`src/rtl/muldiv_sequencer_if.sv`:
```
// rtl/muldiv_sequencer_if.sv - request/response/control bundle for the multiply/divide sequencer
interface muldiv_sequencer_if;
  logic        req_valid;
  logic        req_ready;
  logic [2:0]  req_op;
  logic [31:0] req_rs1;
  logic [31:0] req_rs2;
  logic [4:0]  req_rd;
  logic        flush;
  logic        resp_valid;
  logic        resp_ready;
  logic [31:0] resp_data;
  logic [4:0]  resp_rd;
  logic        busy;

  modport master (
    output req_valid, req_op, req_rs1, req_rs2, req_rd, flush, resp_ready,
    input  req_ready, resp_valid, resp_data, resp_rd, busy
  );

  modport slave (
    input  req_valid, req_op, req_rs1, req_rs2, req_rd, flush, resp_ready,
    output req_ready, resp_valid, resp_data, resp_rd, busy
  );
endinterface

```
`src/rtl/muldiv_sequencer.sv`:
```
// rtl/muldiv_sequencer.sv - multi-cycle RV32M multiply/divide sequencer
module muldiv_sequencer #(
  parameter int MUL_CYCLES = 2
) (
  input  logic               clk,
  input  logic               rst,
  muldiv_sequencer_if.slave  bus
);

  typedef enum logic [1:0] {IDLE, MUL, DIV, DONE} state_t;

  state_t      r_state;
  state_t      w_next;
  logic [2:0]  r_op;
  logic [4:0]  r_rd;
  logic [31:0] r_opa;      // multiplicand, or dividend magnitude shifting into quotient
  logic [31:0] r_opb;      // multiplier, or divisor magnitude
  logic [32:0] r_rem;
  logic        r_neg_q;
  logic        r_neg_r;
  logic        r_special;
  logic [5:0]  r_cnt;
  logic [31:0] r_data;

  // Request decode (only meaningful on the accept edge)
  logic        w_accept;
  logic        w_signed_div;
  logic        w_a_neg;
  logic        w_b_neg;
  logic [31:0] w_a_mag;
  logic [31:0] w_b_mag;
  logic        w_div_zero;
  logic        w_ovf;
  logic [31:0] w_special_val;

  assign bus.req_ready  = (r_state == IDLE) && !bus.flush;
  assign bus.busy       = (r_state != IDLE);
  assign bus.resp_valid = (r_state == DONE);
  assign bus.resp_data  = r_data;
  assign bus.resp_rd    = r_rd;

  assign w_accept      = bus.req_valid && bus.req_ready;
  assign w_signed_div  = !bus.req_op[0];
  assign w_a_neg       = w_signed_div && bus.req_rs1[31];
  assign w_b_neg       = w_signed_div && bus.req_rs2[31];
  assign w_a_mag       = w_a_neg ? (~bus.req_rs1 + 32'd1) : bus.req_rs1;
  assign w_b_mag       = w_b_neg ? (~bus.req_rs2 + 32'd1) : bus.req_rs2;
  assign w_div_zero    = (bus.req_rs2 == 32'd0);
  assign w_ovf         = w_signed_div && (bus.req_rs1 == 32'h8000_0000) &&
                         (bus.req_rs2 == 32'hFFFF_FFFF);
  assign w_special_val = w_div_zero ? (bus.req_op[1] ? bus.req_rs1 : 32'hFFFF_FFFF)
                                    : (bus.req_op[1] ? 32'd0 : 32'h8000_0000);

  // Multiply: 33x33 signed product covers all signed/unsigned operand mixes
  logic               w_a_sx;
  logic               w_b_sx;
  logic signed [65:0] w_prod;
  logic [31:0]        w_mul_res;

  assign w_a_sx    = (r_op == 3'd1 || r_op == 3'd2) && r_opa[31];
  assign w_b_sx    = (r_op == 3'd1) && r_opb[31];
  assign w_prod    = $signed({w_a_sx, r_opa}) * $signed({w_b_sx, r_opb});
  assign w_mul_res = (r_op == 3'd0) ? w_prod[31:0] : w_prod[63:32];

  // Restoring division step and final sign correction
  logic [32:0] w_shift;
  logic        w_ge;
  logic [31:0] w_q_fix;
  logic [31:0] w_r_fix;
  logic        w_mul_done;
  logic        w_div_done;

  assign w_shift    = {r_rem[31:0], r_opa[31]};
  assign w_ge       = (w_shift >= {1'b0, r_opb});
  assign w_q_fix    = r_neg_q ? (~r_opa + 32'd1) : r_opa;
  assign w_r_fix    = r_neg_r ? (~r_rem[31:0] + 32'd1) : r_rem[31:0];
  assign w_mul_done = (r_cnt == 6'd0);
  assign w_div_done = r_special || (r_cnt == 6'd32);

  // State register
  always_ff @(posedge clk or posedge rst) begin
    if (rst) r_state <= IDLE;
    else     r_state <= w_next;
  end

  // Next-state logic; flush overrides everything including a response handoff
  always_comb begin
    w_next = r_state;
    if (bus.flush) begin
      w_next = IDLE;
    end else begin
      case (r_state)
        IDLE: if (w_accept) w_next = bus.req_op[2] ? DIV : MUL;
        MUL:  if (w_mul_done) w_next = DONE;
        DIV:  if (w_div_done) w_next = DONE;
        DONE: if (bus.resp_ready) w_next = IDLE;
        default: w_next = IDLE;
      endcase
    end
  end

  // Operand capture, iteration datapath and result register
  always_ff @(posedge clk or posedge rst) begin
    if (rst) begin
      r_op      <= 3'd0;
      r_rd      <= 5'd0;
      r_opa     <= 32'd0;
      r_opb     <= 32'd0;
      r_rem     <= 33'd0;
      r_neg_q   <= 1'b0;
      r_neg_r   <= 1'b0;
      r_special <= 1'b0;
      r_cnt     <= 6'd0;
      r_data    <= 32'd0;
    end else if (r_state == IDLE) begin
      if (w_accept) begin
        r_op      <= bus.req_op;
        r_rd      <= bus.req_rd;
        r_rem     <= 33'd0;
        r_neg_q   <= w_a_neg ^ w_b_neg;
        r_neg_r   <= w_a_neg;
        r_special <= bus.req_op[2] && (w_div_zero || w_ovf);
        if (bus.req_op[2]) begin
          r_opa <= (w_div_zero || w_ovf) ? w_special_val : w_a_mag;
          r_opb <= w_b_mag;
          r_cnt <= 6'd0;
        end else begin
          r_opa <= bus.req_rs1;
          r_opb <= bus.req_rs2;
          r_cnt <= 6'(MUL_CYCLES - 1);
        end
      end
    end else if (r_state == MUL) begin
      if (w_mul_done) r_data <= w_mul_res;
      else            r_cnt  <= r_cnt - 6'd1;
    end else if (r_state == DIV) begin
      if (r_special) begin
        r_data <= r_opa;
      end else if (r_cnt == 6'd32) begin
        r_data <= r_op[1] ? w_r_fix : w_q_fix;
      end else begin
        r_rem <= w_ge ? (w_shift - {1'b0, r_opb}) : w_shift;
        r_opa <= {r_opa[30:0], w_ge};
        r_cnt <= r_cnt + 6'd1;
      end
    end
  end

endmodule

```
`src/flat_wrapper.sv`:
```
// flat-port wrapper written by rule: the top's interface ports become plain ports
module muldiv_sequencer_flat 
#(
  parameter int MUL_CYCLES = 2
)
  (clk, rst, bus_req_valid, bus_req_op, bus_req_rs1, bus_req_rs2, bus_req_rd, bus_flush, bus_resp_ready, bus_req_ready, bus_resp_valid, bus_resp_data, bus_resp_rd, bus_busy);
  muldiv_sequencer_if bus_i ();
  input  logic clk;
  input  logic rst;
  input wire logic [$bits(bus_i.req_valid)-1:0] bus_req_valid;
  input wire logic [$bits(bus_i.req_op)-1:0] bus_req_op;
  input wire logic [$bits(bus_i.req_rs1)-1:0] bus_req_rs1;
  input wire logic [$bits(bus_i.req_rs2)-1:0] bus_req_rs2;
  input wire logic [$bits(bus_i.req_rd)-1:0] bus_req_rd;
  input wire logic [$bits(bus_i.flush)-1:0] bus_flush;
  input wire logic [$bits(bus_i.resp_ready)-1:0] bus_resp_ready;
  output wire logic [$bits(bus_i.req_ready)-1:0] bus_req_ready;
  output wire logic [$bits(bus_i.resp_valid)-1:0] bus_resp_valid;
  output wire logic [$bits(bus_i.resp_data)-1:0] bus_resp_data;
  output wire logic [$bits(bus_i.resp_rd)-1:0] bus_resp_rd;
  output wire logic [$bits(bus_i.busy)-1:0] bus_busy;
  assign bus_i.req_valid = bus_req_valid;
  assign bus_i.req_op = bus_req_op;
  assign bus_i.req_rs1 = bus_req_rs1;
  assign bus_i.req_rs2 = bus_req_rs2;
  assign bus_i.req_rd = bus_req_rd;
  assign bus_i.flush = bus_flush;
  assign bus_i.resp_ready = bus_resp_ready;
  assign bus_req_ready = bus_i.req_ready;
  assign bus_resp_valid = bus_i.resp_valid;
  assign bus_resp_data = bus_i.resp_data;
  assign bus_resp_rd = bus_i.resp_rd;
  assign bus_busy = bus_i.busy;
  muldiv_sequencer #(.MUL_CYCLES(MUL_CYCLES)) u_core (.clk(clk), .rst(rst), .bus(bus_i));
endmodule
```
`config.mk`:
```
export PLATFORM = sky130hd
export DESIGN_NAME = muldiv_sequencer_flat
export DESIGN_NICKNAME = d
export VERILOG_FILES = /design/src/rtl/muldiv_sequencer_if.sv /design/src/rtl/muldiv_sequencer.sv /design/src/flat_wrapper.sv
export SDC_FILE = /design/constraint.sdc
export NUM_CORES = 2
export LEC_CHECK = 0
export BUFFER_PORTS_ARGS = -buffer_cell sky130_fd_sc_hd__buf_2
export CAP_MARGIN = 10
export CORE_UTILIZATION = 45
export DETAILED_ROUTE_END_ITERATION = 7
export HOLD_SLACK_MARGIN = 0.08
export MAX_ROUTING_LAYER = met4
export SKIP_CTS_REPAIR_TIMING = 1
export SLEW_MARGIN = 20
export SYNTH_ARGS = -nofsm -noshare
export SYNTH_HDL_FRONTEND = slang
export SYNTH_SLANG_ARGS = --single-unit
export TNS_END_PERCENT = 5
```
`constraint.sdc`:
```
create_clock -name clk -period 9.43 [get_ports clk]
set_input_delay 0.943 -clock clk [delete_from_list [all_inputs] [get_ports clk]]
set_output_delay 0.943 -clock clk [all_outputs]
set_load 0.005 [all_outputs]
```
Word-level counts from Yosys, hierarchy flattened:

Cells that the tools add are included.

* logic and storage cells: 119
* bits of input ports: 77
* memories: 0
* RAM bits: 0
* ROM bits: 0
* bits in latches: 0
* register bits: 147

* $add $sub $neg: 7
* multipliers: 1
* shifts and indexed selects: 0
* reductions and logical operators: 28
* divide/modulo/power cells: 0
* equality and inequality tests: 20
* bitwise operators: 6
* magnitude comparators: 1
* mux-type cells: 45

Operators by type and width (number)
* $mux W32: 30
* $add A32 B1 Y32 const B: 4
* $not A32 Y32: 4
* $eq A32 B32 Y1 const B: 2
* $mul A33 B33 Y64: 1
* $mux W6: 7
* $ge A33 B32 Y1: 1
* $logic_not A32 Y1: 1
* $sub A32 B32 Y32: 1
* $mux W2: 6
* $ne A3 B2 Y1 const B: 4
* $reduce_and A5 Y1: 2
* $logic_and A1 B1 Y1: 9
* $ne A3 B3 Y1 const B: 3
* $ne A2 B1 Y1 const B: 4
* $pmux W2 S4: 1
* $reduce_and A4 Y1: 2
* $add A6 B1 Y6 const B: 1
* $eq A6 B6 Y1 const B: 1
* $logic_not A6 Y1: 1
* $reduce_bool A2 Y1: 3
* $reduce_bool A3 Y1: 2
* $sub A6 B1 Y6 const B: 1
* $eq A2 B2 Y1 const B: 2
* 12 further kinds: 15

Depth between registers and ports, before layout:

* depth in word-level cells: 8
* gate-level depth with buffers: 31
* depth with buffers taken out: 29

Worst setup path after synthesis:

Ideal clock, no wire load.

* kind: flip-flop to flip-flop
* start point: register u_core.r_op[0]
* end point: register u_core.r_data[31] (netlist: u_core.bus.resp_data[31])
* stages on the path, launching flop included: 28
* path slack: 780 ps
* path buffers: 0
* required time: 9310 ps
* arrival: 8531 ps
* period minus slack after synthesis: 8650 ps
* cells stage by stage: dfrtp_1 -> xnor2_1 -> nor3_1 -> nand2_1 -> inv_1 -> fa_1 -> inv_1 -> fa_1 -> inv_1 -> fa_1 -> inv_1 -> fa_1 -> inv_1 -> fa_1 -> fa_1 -> fa_1 -> inv_1 -> fa_1 -> inv_1 -> ha_1 -> a21o_1 -> a21o_1 -> a21oi_1 -> o21ai_0 -> a31oi_1 -> nor2_1 -> or4_1 -> a31o_1

* word-level cells in the longest chain between the ends: 7

Ends and longest elaborated chain
* from (decl): RTL line muldiv_sequencer.sv:14 `logic [2:0] r_op;`
* from (signal assigned): RTL line muldiv_sequencer.sv:117 `r_op <= bus.req_op;`
* $eq A3 B1 Y1 / $eq A3 B2 Y1 (equally long branches): RTL line muldiv_sequencer.sv:60, muldiv_sequencer.sv:61
* $logic_or A1 B1 Y1: RTL line muldiv_sequencer.sv:60 `assign w_a_sx = (r_op == 3'd1 || r_op == 3'd2) && r_opa[31];`
* $logic_and A1 B1 Y1: RTL line muldiv_sequencer.sv:60
* $mul A33 B33 Y64: RTL line muldiv_sequencer.sv:62 `assign w_prod = $signed({w_a_sx, r_opa}) * $signed({w_b_sx, r_opb});`
* $mux W32 *: RTL line muldiv_sequencer.sv:63 `assign w_mul_res = (r_op == 3'd0) ? w_prod[31:0] : w_prod[63:32];`
* $mux W32 *: RTL line muldiv_sequencer.sv:134 `if (w_mul_done) r_data <= w_mul_res;`
* $mux W32 *: RTL line muldiv_sequencer.sv:133 `end else if (r_state == MUL) begin`
* to (signal assigned): RTL line muldiv_sequencer.sv:134
* to (signal assigned): RTL line muldiv_sequencer.sv:138 `r_data <= r_opa;`
* to (signal assigned): RTL line muldiv_sequencer.sv:140 `r_data <= r_op[1] ? w_r_fix : w_q_fix;`
* to (decl): RTL line muldiv_sequencer.sv:23 `logic [31:0] r_data;`

Mark *: on every way between the ends. The rest lies on a longest branch, timed or not. The select of a mux whose other input is x is not followed.
A chain may end at the register's enable or synchronous reset.

Final worst setup path:

* start point: register u_core.r_opa[15]
* end point: register u_core.r_data[31] (netlist: u_core.bus.resp_data[31])

* word-level cells in the longest chain between the ends: 8

Ends and longest elaborated chain
* from (decl): RTL line muldiv_sequencer.sv:16 `logic [31:0] r_opa;`
* from (signal assigned): RTL line muldiv_sequencer.sv:124 `r_opa <= (w_div_zero || w_ovf) ? w_special_val : w_a_mag;`
* from (signal assigned): RTL line muldiv_sequencer.sv:128 `r_opa <= bus.req_rs1;`
* from (signal assigned): RTL line muldiv_sequencer.sv:143 `r_opa <= {r_opa[30:0], w_ge};`
* branches (longest 7 deep; another with $mul A33 B33 Y64)
* $mux W32 *: RTL line muldiv_sequencer.sv:133

Every way passes the cells marked *. The select of a mux whose other input is x is not followed.

==> impl_metrics.csv <==
group,metric,value,unit
global_routing,global_route.usage.met3,5.71,%
cts,clk_latency,500,ps
final_layout,nFillCells,10700,
synthesis,synth.distinct_cells,77,
final_layout,layout-drive-gt1-share,6.70,%
critical_path,crit_slowest_cell,"dfrtp_1",
place,gp_congestion,1.01,
detailed_routing,vias,41200,
synthesis,synth_top_family_by_area,"adder cells",
critical_path,cp-start-kind,"flip-flop",
sta,setup_violations,0,
global_routing,grt_pass1_vias,42700,
floorplanning,die_w,335,um
sta,slew_headroom,24.5,%
global_routing,track_usage,33.4,%
detailed_routing,wl_per_cell,24.1,um
synthesis,synth_area,49900,sq um
place,port_buffers,116,
critical_path,cp.required,9810,ps
cts,clkTransAtPathRegs,70,ps
sta,finalHoldViolCount,0,
critical_path,worstSetupPathType,"reg2reg",
global_routing,grt-busiest-layer,"met2",
detailed_routing,ant_nets,0,
cts,cts_tree,"done",
floorplanning,fp.dieArea,112000,sq um
critical_path,ff2ff_setup_slack,370,ps
synthesis,synth_async_sr_flop_share,100,%
cts,h-tree-depth,4,
synthesis,syn_inst,5864,
global_routing,use_met1,43.2,%
status,status,"finished, final reports clean",
global_routing,grtUsageMet2,52.0,%
sta,worstMarginPinSlew,1130,ps
floorplanning,fp.dieH,335,um
worst_hold_path,hold_depth,2,
synthesis,synth-seq-cells,147,
critical_path,path_common_cell,"fa_1",
sta,finalCritPeriodShare,96.1,%
synthesis,synth_flop_cell,"dfrtp_1",
global_routing,grt_max_degree,76,
floorplanning,rows,121,
critical_path,r2r_start,"u_core.r_opa[15]",
global_routing,overflow,0,
sta,clock.fmax,110,MHz
floorplanning,ios,117,
floorplanning,initial_core_util,45.6,%
final_layout,area_growth,6.73,%
critical_path,cp-startpoint,"u_core.r_opa[15]",
synthesis,synth_adder_area_share,51.7,%
sta,finalClockSkew,14.3,ps
sta,rsz0062_at_grt,"no",
global_routing,grt_pass1_wl,270000,um
cts,root_buffer,"clkbuf_16",
synthesis,postSynthNetCount,7326,
synthesis,synth_mux_area_share,0.589,%
detailed_routing,firstDrtPassIters,6,
detailed_routing,vias_per_cell,5.61,
synthesis,synth-simple-area-share,15.5,%
critical_path,arrival,9450,ps
detailed_routing,drcViolationCount,0,
critical_path,r2r-end,"u_core.bus.resp_data[31]",
critical_path,end_kind,"flip-flop",
global_routing,grt_antenna_before_repair,14,
synthesis,syn_avg_cell_area,8.51,sq um
synthesis,synth-compound-area-share,9.95,%
worst_hold_path,min_to,"u_core.bus.resp_rd[1]",
cts,clock-sinks,147,
cts,clockBufferDepth,2,
sta,maxSlewViolCount,0,
worst_hold_path,hp-class,"reg2reg",
job,drv_cap,0,
critical_path,max_stage_delay,950,ps
sta,min_period,9060,ps
critical_path,ff2ff_path_depth,25,
cts,cts_buffers,17,
final_layout,fin_nets,7301,
detailed_routing,routed_wirelength,177000,um
critical_path,path_max_fanout,16,
worst_hold_path,hp-start,"u_core.bus.resp_rd[1]",
synthesis,yosysSeqAreaShare,7.37,%
synthesis,synth_xor_area_share,2.86,%
synthesis,synth-edff-count,0,
floorplanning,core-area,109000,sq um
sta,tns,0,ps
synthesis,yosysWarnings,0,
place,dp.final_hpwl,144000,um
detailed_routing,drt_iter0_drc,3872,
-- routing by layer --
layer	wire length (um)	up-vias	part of all wire (%)
met3	13600	351	7.7
met5	0	-	0
li1	-	17800	-
met4	9010	0	5.1
met1	72200	21400	41
met2	81900	1653	46
-- logic make-up (layout without fill, tap and decap cells) --
logic type,count (synthesis),count (layout)
multiplexers,29,29
AO/OA/AOI/OAI,784,784
buffers and inverters,1596,1584
AND/OR/NAND/NOR,1760,1760
flip-flops,147,147
XOR/XNOR,163,163
other,0,9
adder cells (fa/ha/maj),1385,1385
-- per-stage QoR --
| step | util (%) | setup WS, ps | std cells | hold WS (ps) | cell area (sq um) |
|---|---|---|---|---|---|
| after floorplan | - | 780 | 5864 | 469 | 49900 |
| after global placement | 48.0 | 211 | 7296 | 456 | 52600 |
| after detailed placement | 48.0 | 132 | 7296 | 457 | 52600 |
| after CTS | 48.6 | 93.2 | 7328 | 480 | 53200 |
| after global routing | 48.7 | 162 | 7336 | 499 | 53300 |
| final | 48.7 | 365 | 7337 | 483 | 53300 |
-- worst max-delay path, delay by kind of cell (launching register included) --
kind | cells | cell delay [ps]
flops | 1 | 950
simple gates | 5 | 1080
compound gates | 6 | 1820
fa+ha+maj | 9 | 4350
buf+inv | 5 | 720
-- registers in the layout (all words and copies together), names as in the netlist --
name / flops
u_core.r_state: 2
u_core.r_opb: 32
u_core.bus.resp_data: 32
u_core.r_cnt: 6
u_core.r_neg_r: 1
u_core.r_rem: 32
u_core.bus.resp_rd: 5
u_core.r_op: 3
u_core.r_special: 1
u_core.r_opa: 32
u_core.r_neg_q: 1
-- cell usage in the layout, fill, tap and decap left out, drive strengths merged, types with 21 or more instances in the layout --
master | Yosys | routed
inv | 1235 | 1239
fa | 1127 | 1127
nand2 | 1028 | 1028
buf | 29 | 306
nor2 | 266 | 266
ha | 258 | 258
o21ai | 251 | 251
and2 | 221 | 221
a21oi | 187 | 187
dfrtp | 147 | 147
xnor2 | 99 | 99
xor2 | 64 | 64
o31ai | 58 | 58
a21o | 51 | 51
nor3 | 51 | 51
nand3 | 38 | 38
nand4 | 33 | 33
nor4 | 27 | 27
mux2i | 26 | 26
a31oi | 24 | 24
a211oi | 21 | 21
-- how the worst max path moves through the flow --
stage,end,slack [ps]
2_1_floorplan,u_core.bus.resp_data[31],780
3_3_place_gp,u_core.bus.resp_data[28],210
3_5_place_dp,u_core.bus.resp_data[28],130
4_1_cts,u_core.bus.resp_data[28],90
5_1_grt,u_core.bus.resp_data[31],160
6_report,u_core.bus.resp_data[31],370
-- layout make-up --
class,instances,area (sq um),share of cell area (%)
Sequential cell,147,3700,6.95
Timing Repair Buffer,306,2110,3.96
Multi-Input combinational cell,4121,40300,75.6
Clock inverter,14,201,0.378
Clock buffer,18,439,0.824
Inverter,1246,4680,8.79
Tap cell,1476,1850,3.47
Antenna cell,9,22.5,0.0423
-- synth_stat cells, types with 50 or more instances --
library cell / number / share of area, %
nor3_1: 50 / 0.50
o21ai_0: 212 / 2.1
o31ai_1: 56 / 0.84
a21oi_1: 187 / 1.9
a21o_1: 51 / 0.77
fa_1: 1127 / 45
dfrtp_1: 147 / 7.4
ha_1: 258 / 6.5
clkbuf_1: 321 / 2.4
nand2_1: 1027 / 7.7
inv_1: 1233 / 9.3
nor2_1: 266 / 2.0
and2_1: 221 / 2.8
xnor2_1: 99 / 1.7
xor2_1: 64 / 1.1
Power is not shown: default switching activity piles up to over one toggle a cycle in this logic, so the estimate is an artifact.
